[src/rtl/brush_rasterizer.sv]
// Paint engine: expands point / square-brush / clear commands into a raster-ordered
// stream of single-pixel writes with store back-pressure. All outputs are registered.
module brush_rasterizer #(
    parameter int H_ACTIVE  = 640,
    parameter int V_ACTIVE  = 480,
    parameter int XW        = 10,
    parameter int YW        = 10,
    parameter int CW        = 3,
    parameter int MAX_BRUSH = 8
) (
    input  logic          clk,
    input  logic          reset,
    input  logic          cmd_valid,
    output logic          cmd_ready,
    input  logic [1:0]    cmd_op,
    input  logic [XW-1:0] cmd_x,
    input  logic [YW-1:0] cmd_y,
    input  logic [CW-1:0] cmd_color,
    input  logic [3:0]    cmd_size,
    output logic          wr_en,
    output logic [XW-1:0] wr_x,
    output logic [YW-1:0] wr_y,
    output logic [CW-1:0] wr_color,
    input  logic          wr_stall,
    output logic          busy,
    output logic          done,
    output logic          err
);

    typedef enum logic [1:0] {
        ST_IDLE   = 2'd0,
        ST_DRAW   = 2'd1,
        ST_FINISH = 2'd2
    } state_t;

    localparam logic [1:0]    OP_POINT  = 2'b00;
    localparam logic [1:0]    OP_SQUARE = 2'b01;
    localparam logic [1:0]    OP_CLEAR  = 2'b10;
    localparam logic [1:0]    OP_NOP    = 2'b11;
    localparam logic [XW-1:0] X_MAX     = XW'(H_ACTIVE - 1);
    localparam logic [YW-1:0] Y_MAX     = YW'(V_ACTIVE - 1);
    localparam logic [3:0]    MAX_SIDE  = 4'(MAX_BRUSH);

    // Effective brush side: 0 paints a single pixel, oversize saturates.
    function automatic logic [3:0] eff_side(input logic [3:0] size);
        logic [3:0] side;
        if (size == 4'd0) begin
            side = 4'd1;
        end else if (size > MAX_SIDE) begin
            side = MAX_SIDE;
        end else begin
            side = size;
        end
        return side;
    endfunction

    // The (XW+2)-bit difference is two's complement, so its top bit flags a negative start.
    function automatic logic [XW-1:0] clip_x_lo(input logic [XW-1:0] c, input logic [3:0] side);
        logic [XW+1:0] lo;
        lo = {2'b00, c} - {{(XW-2){1'b0}}, 1'b0, side[3:1]};
        if (lo[XW+1]) begin
            return '0;
        end else begin
            return lo[XW-1:0];
        end
    endfunction

    function automatic logic [XW-1:0] clip_x_hi(input logic [XW-1:0] c, input logic [3:0] side);
        logic [XW+1:0] hi;
        hi = {2'b00, c} - {{(XW-2){1'b0}}, 1'b0, side[3:1]}
             + {{(XW-2){1'b0}}, side} - {{(XW+1){1'b0}}, 1'b1};
        if (hi > {2'b00, X_MAX}) begin
            return X_MAX;
        end else begin
            return hi[XW-1:0];
        end
    endfunction

    function automatic logic [YW-1:0] clip_y_lo(input logic [YW-1:0] c, input logic [3:0] side);
        logic [YW+1:0] lo;
        lo = {2'b00, c} - {{(YW-2){1'b0}}, 1'b0, side[3:1]};
        if (lo[YW+1]) begin
            return '0;
        end else begin
            return lo[YW-1:0];
        end
    endfunction

    function automatic logic [YW-1:0] clip_y_hi(input logic [YW-1:0] c, input logic [3:0] side);
        logic [YW+1:0] hi;
        hi = {2'b00, c} - {{(YW-2){1'b0}}, 1'b0, side[3:1]}
             + {{(YW-2){1'b0}}, side} - {{(YW+1){1'b0}}, 1'b1};
        if (hi > {2'b00, Y_MAX}) begin
            return Y_MAX;
        end else begin
            return hi[YW-1:0];
        end
    endfunction

    state_t        state_q, state_d;
    logic          cmd_ready_q, cmd_ready_d;
    logic          busy_q, busy_d;
    logic          wr_en_q, wr_en_d;
    logic [XW-1:0] wr_x_q, wr_x_d;
    logic [YW-1:0] wr_y_q, wr_y_d;
    logic [CW-1:0] wr_color_q, wr_color_d;
    logic          done_q, done_d;
    logic          err_q, err_d;
    logic [XW-1:0] x0_q, x0_d;
    logic [XW-1:0] x1_q, x1_d;
    logic [YW-1:0] y1_q, y1_d;

    logic          reject_s;
    logic [3:0]    side_s;
    logic [XW-1:0] win_x0_s, win_x1_s;
    logic [YW-1:0] win_y0_s, win_y1_s;

    // Window of the command currently offered on the cmd_* inputs.
    always_comb begin
        side_s   = eff_side(cmd_size);
        reject_s = 1'b0;
        win_x0_s = '0;
        win_x1_s = '0;
        win_y0_s = '0;
        win_y1_s = '0;
        case (cmd_op)
            OP_POINT: begin
                reject_s = (cmd_x > X_MAX) || (cmd_y > Y_MAX);
                win_x0_s = cmd_x;
                win_x1_s = cmd_x;
                win_y0_s = cmd_y;
                win_y1_s = cmd_y;
            end
            OP_SQUARE: begin
                reject_s = (cmd_x > X_MAX) || (cmd_y > Y_MAX);
                win_x0_s = clip_x_lo(cmd_x, side_s);
                win_x1_s = clip_x_hi(cmd_x, side_s);
                win_y0_s = clip_y_lo(cmd_y, side_s);
                win_y1_s = clip_y_hi(cmd_y, side_s);
            end
            OP_CLEAR: begin
                win_x1_s = X_MAX;
                win_y1_s = Y_MAX;
            end
            default: begin
                reject_s = 1'b0;
            end
        endcase
    end

    // Next-state and next-output logic; outputs are computed one edge ahead.
    always_comb begin
        state_d     = state_q;
        cmd_ready_d = cmd_ready_q;
        busy_d      = busy_q;
        wr_en_d     = wr_en_q;
        wr_x_d      = wr_x_q;
        wr_y_d      = wr_y_q;
        wr_color_d  = wr_color_q;
        done_d      = 1'b0;
        err_d       = 1'b0;
        x0_d        = x0_q;
        x1_d        = x1_q;
        y1_d        = y1_q;
        case (state_q)
            ST_IDLE: begin
                cmd_ready_d = 1'b1;
                busy_d      = 1'b0;
                wr_en_d     = 1'b0;
                if (cmd_valid && cmd_ready_q) begin
                    cmd_ready_d = 1'b0;
                    busy_d      = 1'b1;
                    if (cmd_op == OP_NOP) begin
                        state_d = ST_FINISH;
                        done_d  = 1'b1;
                    end else if (reject_s) begin
                        state_d = ST_FINISH;
                        done_d  = 1'b1;
                        err_d   = 1'b1;
                    end else begin
                        state_d    = ST_DRAW;
                        wr_en_d    = 1'b1;
                        wr_x_d     = win_x0_s;
                        wr_y_d     = win_y0_s;
                        wr_color_d = cmd_color;
                        x0_d       = win_x0_s;
                        x1_d       = win_x1_s;
                        y1_d       = win_y1_s;
                    end
                end else begin
                    state_d = ST_IDLE;
                end
            end
            ST_DRAW: begin
                // A stalled write keeps every write output frozen.
                if (!wr_stall) begin
                    if (wr_x_q == x1_q) begin
                        if (wr_y_q == y1_q) begin
                            state_d = ST_FINISH;
                            wr_en_d = 1'b0;
                            done_d  = 1'b1;
                        end else begin
                            wr_x_d = x0_q;
                            wr_y_d = wr_y_q + {{(YW-1){1'b0}}, 1'b1};
                        end
                    end else begin
                        wr_x_d = wr_x_q + {{(XW-1){1'b0}}, 1'b1};
                    end
                end else begin
                    state_d = ST_DRAW;
                end
            end
            ST_FINISH: begin
                state_d     = ST_IDLE;
                cmd_ready_d = 1'b1;
                busy_d      = 1'b0;
                wr_en_d     = 1'b0;
            end
            default: begin
                state_d     = ST_IDLE;
                cmd_ready_d = 1'b1;
                busy_d      = 1'b0;
                wr_en_d     = 1'b0;
            end
        endcase
    end

    // State and output registers with synchronous reset.
    always_ff @(posedge clk) begin
        if (reset) begin
            state_q     <= ST_IDLE;
            cmd_ready_q <= 1'b1;
            busy_q      <= 1'b0;
            wr_en_q     <= 1'b0;
            wr_x_q      <= '0;
            wr_y_q      <= '0;
            wr_color_q  <= '0;
            done_q      <= 1'b0;
            err_q       <= 1'b0;
            x0_q        <= '0;
            x1_q        <= '0;
            y1_q        <= '0;
        end else begin
            state_q     <= state_d;
            cmd_ready_q <= cmd_ready_d;
            busy_q      <= busy_d;
            wr_en_q     <= wr_en_d;
            wr_x_q      <= wr_x_d;
            wr_y_q      <= wr_y_d;
            wr_color_q  <= wr_color_d;
            done_q      <= done_d;
            err_q       <= err_d;
            x0_q        <= x0_d;
            x1_q        <= x1_d;
            y1_q        <= y1_d;
        end
    end

    assign cmd_ready = cmd_ready_q;
    assign busy      = busy_q;
    assign wr_en     = wr_en_q;
    assign wr_x      = wr_x_q;
    assign wr_y      = wr_y_q;
    assign wr_color  = wr_color_q;
    assign done      = done_q;
    assign err       = err_q;

endmodule

[config.mk]
export PLATFORM = sky130hd
export DESIGN_NAME = brush_rasterizer
export DESIGN_NICKNAME = d
export VERILOG_FILES = /design/src/rtl/brush_rasterizer.sv
export SDC_FILE = /design/constraint.sdc
export NUM_CORES = 1
export LEC_CHECK = 0
export ABC_AREA = 1
export BUFFER_PORTS_ARGS = -buffer_cell sky130_fd_sc_hd__buf_2
export CAP_MARGIN = 15
export CORE_AREA = 5 5 139 75
export CTS_CLUSTER_DIAMETER = 120
export DETAILED_ROUTE_END_ITERATION = 10
export DIE_AREA = 0 0 144 80
export PLACE_DENSITY = 0.87
export SLEW_MARGIN = 20
export SYNTH_ARGS = -nofsm -noshare
export SYNTH_HDL_FRONTEND = slang
export SYNTH_SLANG_ARGS = --single-unit
export TNS_END_PERCENT = 30
[constraint.sdc]
create_clock -name clk -period 4.88 [get_ports clk]
set_input_delay 0.976 -clock clk [delete_from_list [all_inputs] [get_ports clk]]
set_output_delay 0.976 -clock clk [all_outputs]
set_load 0.005 [all_outputs]
==> results.py <==
metrics = {
    "sta": {
        "whs_ns": 0.460,
        "worst_pin_slew_ns": 1.04,
        "tns_ns": 0,
        "min_period_ns": 4.31,
        "setup_viol": 0,
        "fmax_mhz": 232,
        "rsz0062_at_grt": "no",
        "final-max-slew-violation-count": 0,
        "slew_headroom": 0.305,
        "timing.final.crit_share": 0.884,
        "clock_skew_ns": 0.00821,
        "hold_viol": 0,
    },
    "setup_path": {
        "cp-start-kind": "input port",
        "worstPathRequired_ns": 5.09,
        "path_class": "input port to flop",
        "cp_max_fo": 9,
        "cp_common_cell": "nand2_1",
        "cp_slowest_stage_delay_ns": 0.35,
        "slowest_stage": "ha_1",
        "reg2reg_slack_ns": 2.32,
        "arrival_ns": 4.52,
        "cp-end-kind": "flop",
        "path_cells": "buf_2, inv_1, nand2_1, ha_1, nand2_1, nor2_1, nor2_1, xor2_1, ha_1, inv_1, ha_1, nand2_1, nand2_1, inv_1, nor2_1, o21ai_0, nand4_1, nand2_1, nand4_2, o21bai_1, a21oi_1",
    },
    "status": {
        "status": "complete, no violations",
    },
    "synth": {
        "muxShareOfSynthArea": 0,
        "yosys_most_used_dff": "dfxtp_1",
        "synth_most_common_cell": "nand2_1",
        "synth_top_family_by_area": "simple AND/OR/NAND/NOR gates",
        "ys_seq_area_frac": 0.229,
        "synth_area_leaders": "dfxtp_1, nand2_1, inv_1",
        "synthSimpleGateAreaFrac": 0.300,
        "synth_area_um2": 5250,
        "synth_top_area_frac": 0.229,
        "synth_cell_types": 44,
        "post_synth_inst_count": 833,
        "synthXorXnorAreaFrac": 0.0751,
        "yosys_warnings": 0,
        "ys_top_cells_by_count": "nand2_1, inv_1, nor2_1",
        "synth-adder-area-share": 0.101,
        "ys_ff_latch": 60,
        "async_flop_share": 0,
        "synth-edff-count": 0,
        "avgSynthCellArea_um2": 6.30,
        "synth_compound_area_frac": 0.184,
        "syn-num-nets": 906,
        "synth_top_area_cell": "dfxtp_1",
    },
    "clock_network": {
        "path_clk_slew_ns": 0.05,
        "cts_tree": "yes",
        "htreeDepth": 3,
        "postCtsHoldBufs": 0,
        "clock_latency_ns": 0.33,
        "cts.repair_timing.setup_buffer_count": 0,
        "cts_buffer_depth": 2,
        "clock_sinks": 60,
        "cts_root_buf": "clkbuf_16",
        "cts_resized": 0,
        "cts_buffers": 9,
    },
    "final_layout": {
        "nets": 960,
        "fin_cells": 1013,
        "diodes": 0,
        "drive_gt1_frac": 0.117,
        "seqCellArea_um2": 1200,
        "final_util": 0.655,
        "syn2layout_area_growth_pct": 13.7,
        "fillers": 802,
        "multi_input_area_um2": 3460,
    },
    "detailed_routing": {
        "dr.first_iter.drc_count": 786,
        "num_vias": 5805,
        "wl_per_cell_um": 15.9,
        "drc": 0,
        "finalWirelength_um": 16100,
        "viasPerCell": 5.73,
        "dr.pass1.iters": 6,
        "drt.antenna.violating_nets": 0,
    },
    "floorplan": {
        "ioPinCount": 61,
        "core_um2": 9100,
        "dieHeight_um": 80,
        "die_w_um": 144,
        "rows": 25,
        "initial_core_util": 0.576,
        "dieArea_um2": 11500,
    },
    "place": {
        "portBuffers": 60,
        "place_inst": 997,
        "globalplace.congestion": 1.03,
        "dp_hpwl_um": 12000,
    },
    "global_routing": {
        "grt_pass1_wl_um": 25500,
        "track_usage": 0.278,
        "antenna_found_initial": 0,
        "overflow": 0,
        "grt_pass1_vias": 4997,
        "grt_start_max_net_pins": 43,
    },
    "power": {
        "p_leak_nw": 2.97,
        "peakVddDrop_mv": 0.262,
        "p_per_area_nw_per_um2": 374,
    },
    "worst_hold_path": {
        "hp-class": "flop to flop",
    },
    "flow_run": {
        "cap_violations": 0,
    },
}
==> final timing paths <==
| kind | start | end | depth (start not counted) |
|---|---|---|---|
| worst max register to register | state_q[0]$_SDFFE_PP0P_ | x1_q[4]$_SDFFE_PP0P_ | 7 |
| worst min register to register | y1_q[9]$_SDFFE_PP0P_ | y1_q[9]$_SDFFE_PP0P_ | 2 |
| worst max-delay path | cmd_size[3] | y1_q[1]$_SDFFE_PP0P_ | 21 |
| worst min-delay path | y1_q[9]$_SDFFE_PP0P_ | y1_q[9]$_SDFFE_PP0P_ | 2 |
==> stage by stage <==
step           setup WS [ns]  instance area [um^2]  power (mW)
3_5_place_dp           0.267                  5640        1.51
5_1_grt                0.203                  5970        2.37
2_1_floorplan          0.904                  5250        1.27
3_3_place_gp           0.345                  5640        1.50
4_1_cts                0.620                  5970        2.21
6_report               0.566                  5970        2.23
==> cell type report <==
| class | count | area share |
|---|---|---|
| multi-input combinational | 621 | 0.581 |
| inverter | 130 | 0.0818 |
| clock buffer | 9 | 0.0378 |
| sequential | 60 | 0.201 |
| tap | 121 | 0.0254 |
| clock inverter | 7 | 0.0166 |
| timing repair buffer | 65 | 0.0566 |
==> registers in the layout, summed over array words and instances, names as in the netlist, 2 cells and up <==
register and cells:
state_q 2, wr_color 3, wr_x 10, wr_y 10, x0_q 10, x1_q 10
y1_q 10
==> layout by cell type, fill, tap and decap left out, drive strengths merged <==
master and count:
or2 2, nand2 161, xor2 28, o2111ai 1, ha 36, bufinv 2, o211ai 2, inv 129
o21bai 10, nor3 9, clkinvlp 1, buf 65, a31oi 3, nor4 2, nor2 111, a21o 3
nand3b 2, xnor2 17, a221oi 1, nand3 51, a21boi 1, dfxtp 60, o21ai 75, a22oi 1
nand4 22, o31ai 1, clkinv 5, o21a 2, o22ai 5, a21oi 71, clkbuf 9, fa 4
==> metal layers <==
metal	vias up	share of wire	routed length [um]	global-route usage
li1	2824	-	-	-
met1	2604	0.47	7580	0.419
met2	346	0.37	5980	0.369
met3	31	0.14	2300	0.103
met4	0	0.013	217	0.0564
met5	-	0	0	0
==> critical path: cells and delay by family <==
family,cells,cell delay [ns]
buffers and inverters,4,0.42
xor gates and xnor gates,1,0.29
adders and majority gates,3,0.93
and+or+nand+nor,10,1.32
AOI/OAI and AO/OA,3,0.57
==> report_power, final <==
group,internal [mW],switching [mW],total [mW]
sequential,0.555,0.0791,0.634
combinational,0.325,0.583,0.908
clock,0.449,0.242,0.691
total,1.33,0.904,2.23
==> cells by family (layout without fill, tap and decap cells) <==
logic type               after synthesis  after routing
AND/OR/NAND/NOR                      360            360
AO/OA/AOI/OAI                        176            176
buffers and inverters                152            211
flip-flops                            60             60
XOR/XNOR                              45             45
adder cells (fa/ha/maj)               40             40
Power figures use the tool's default switching activity.
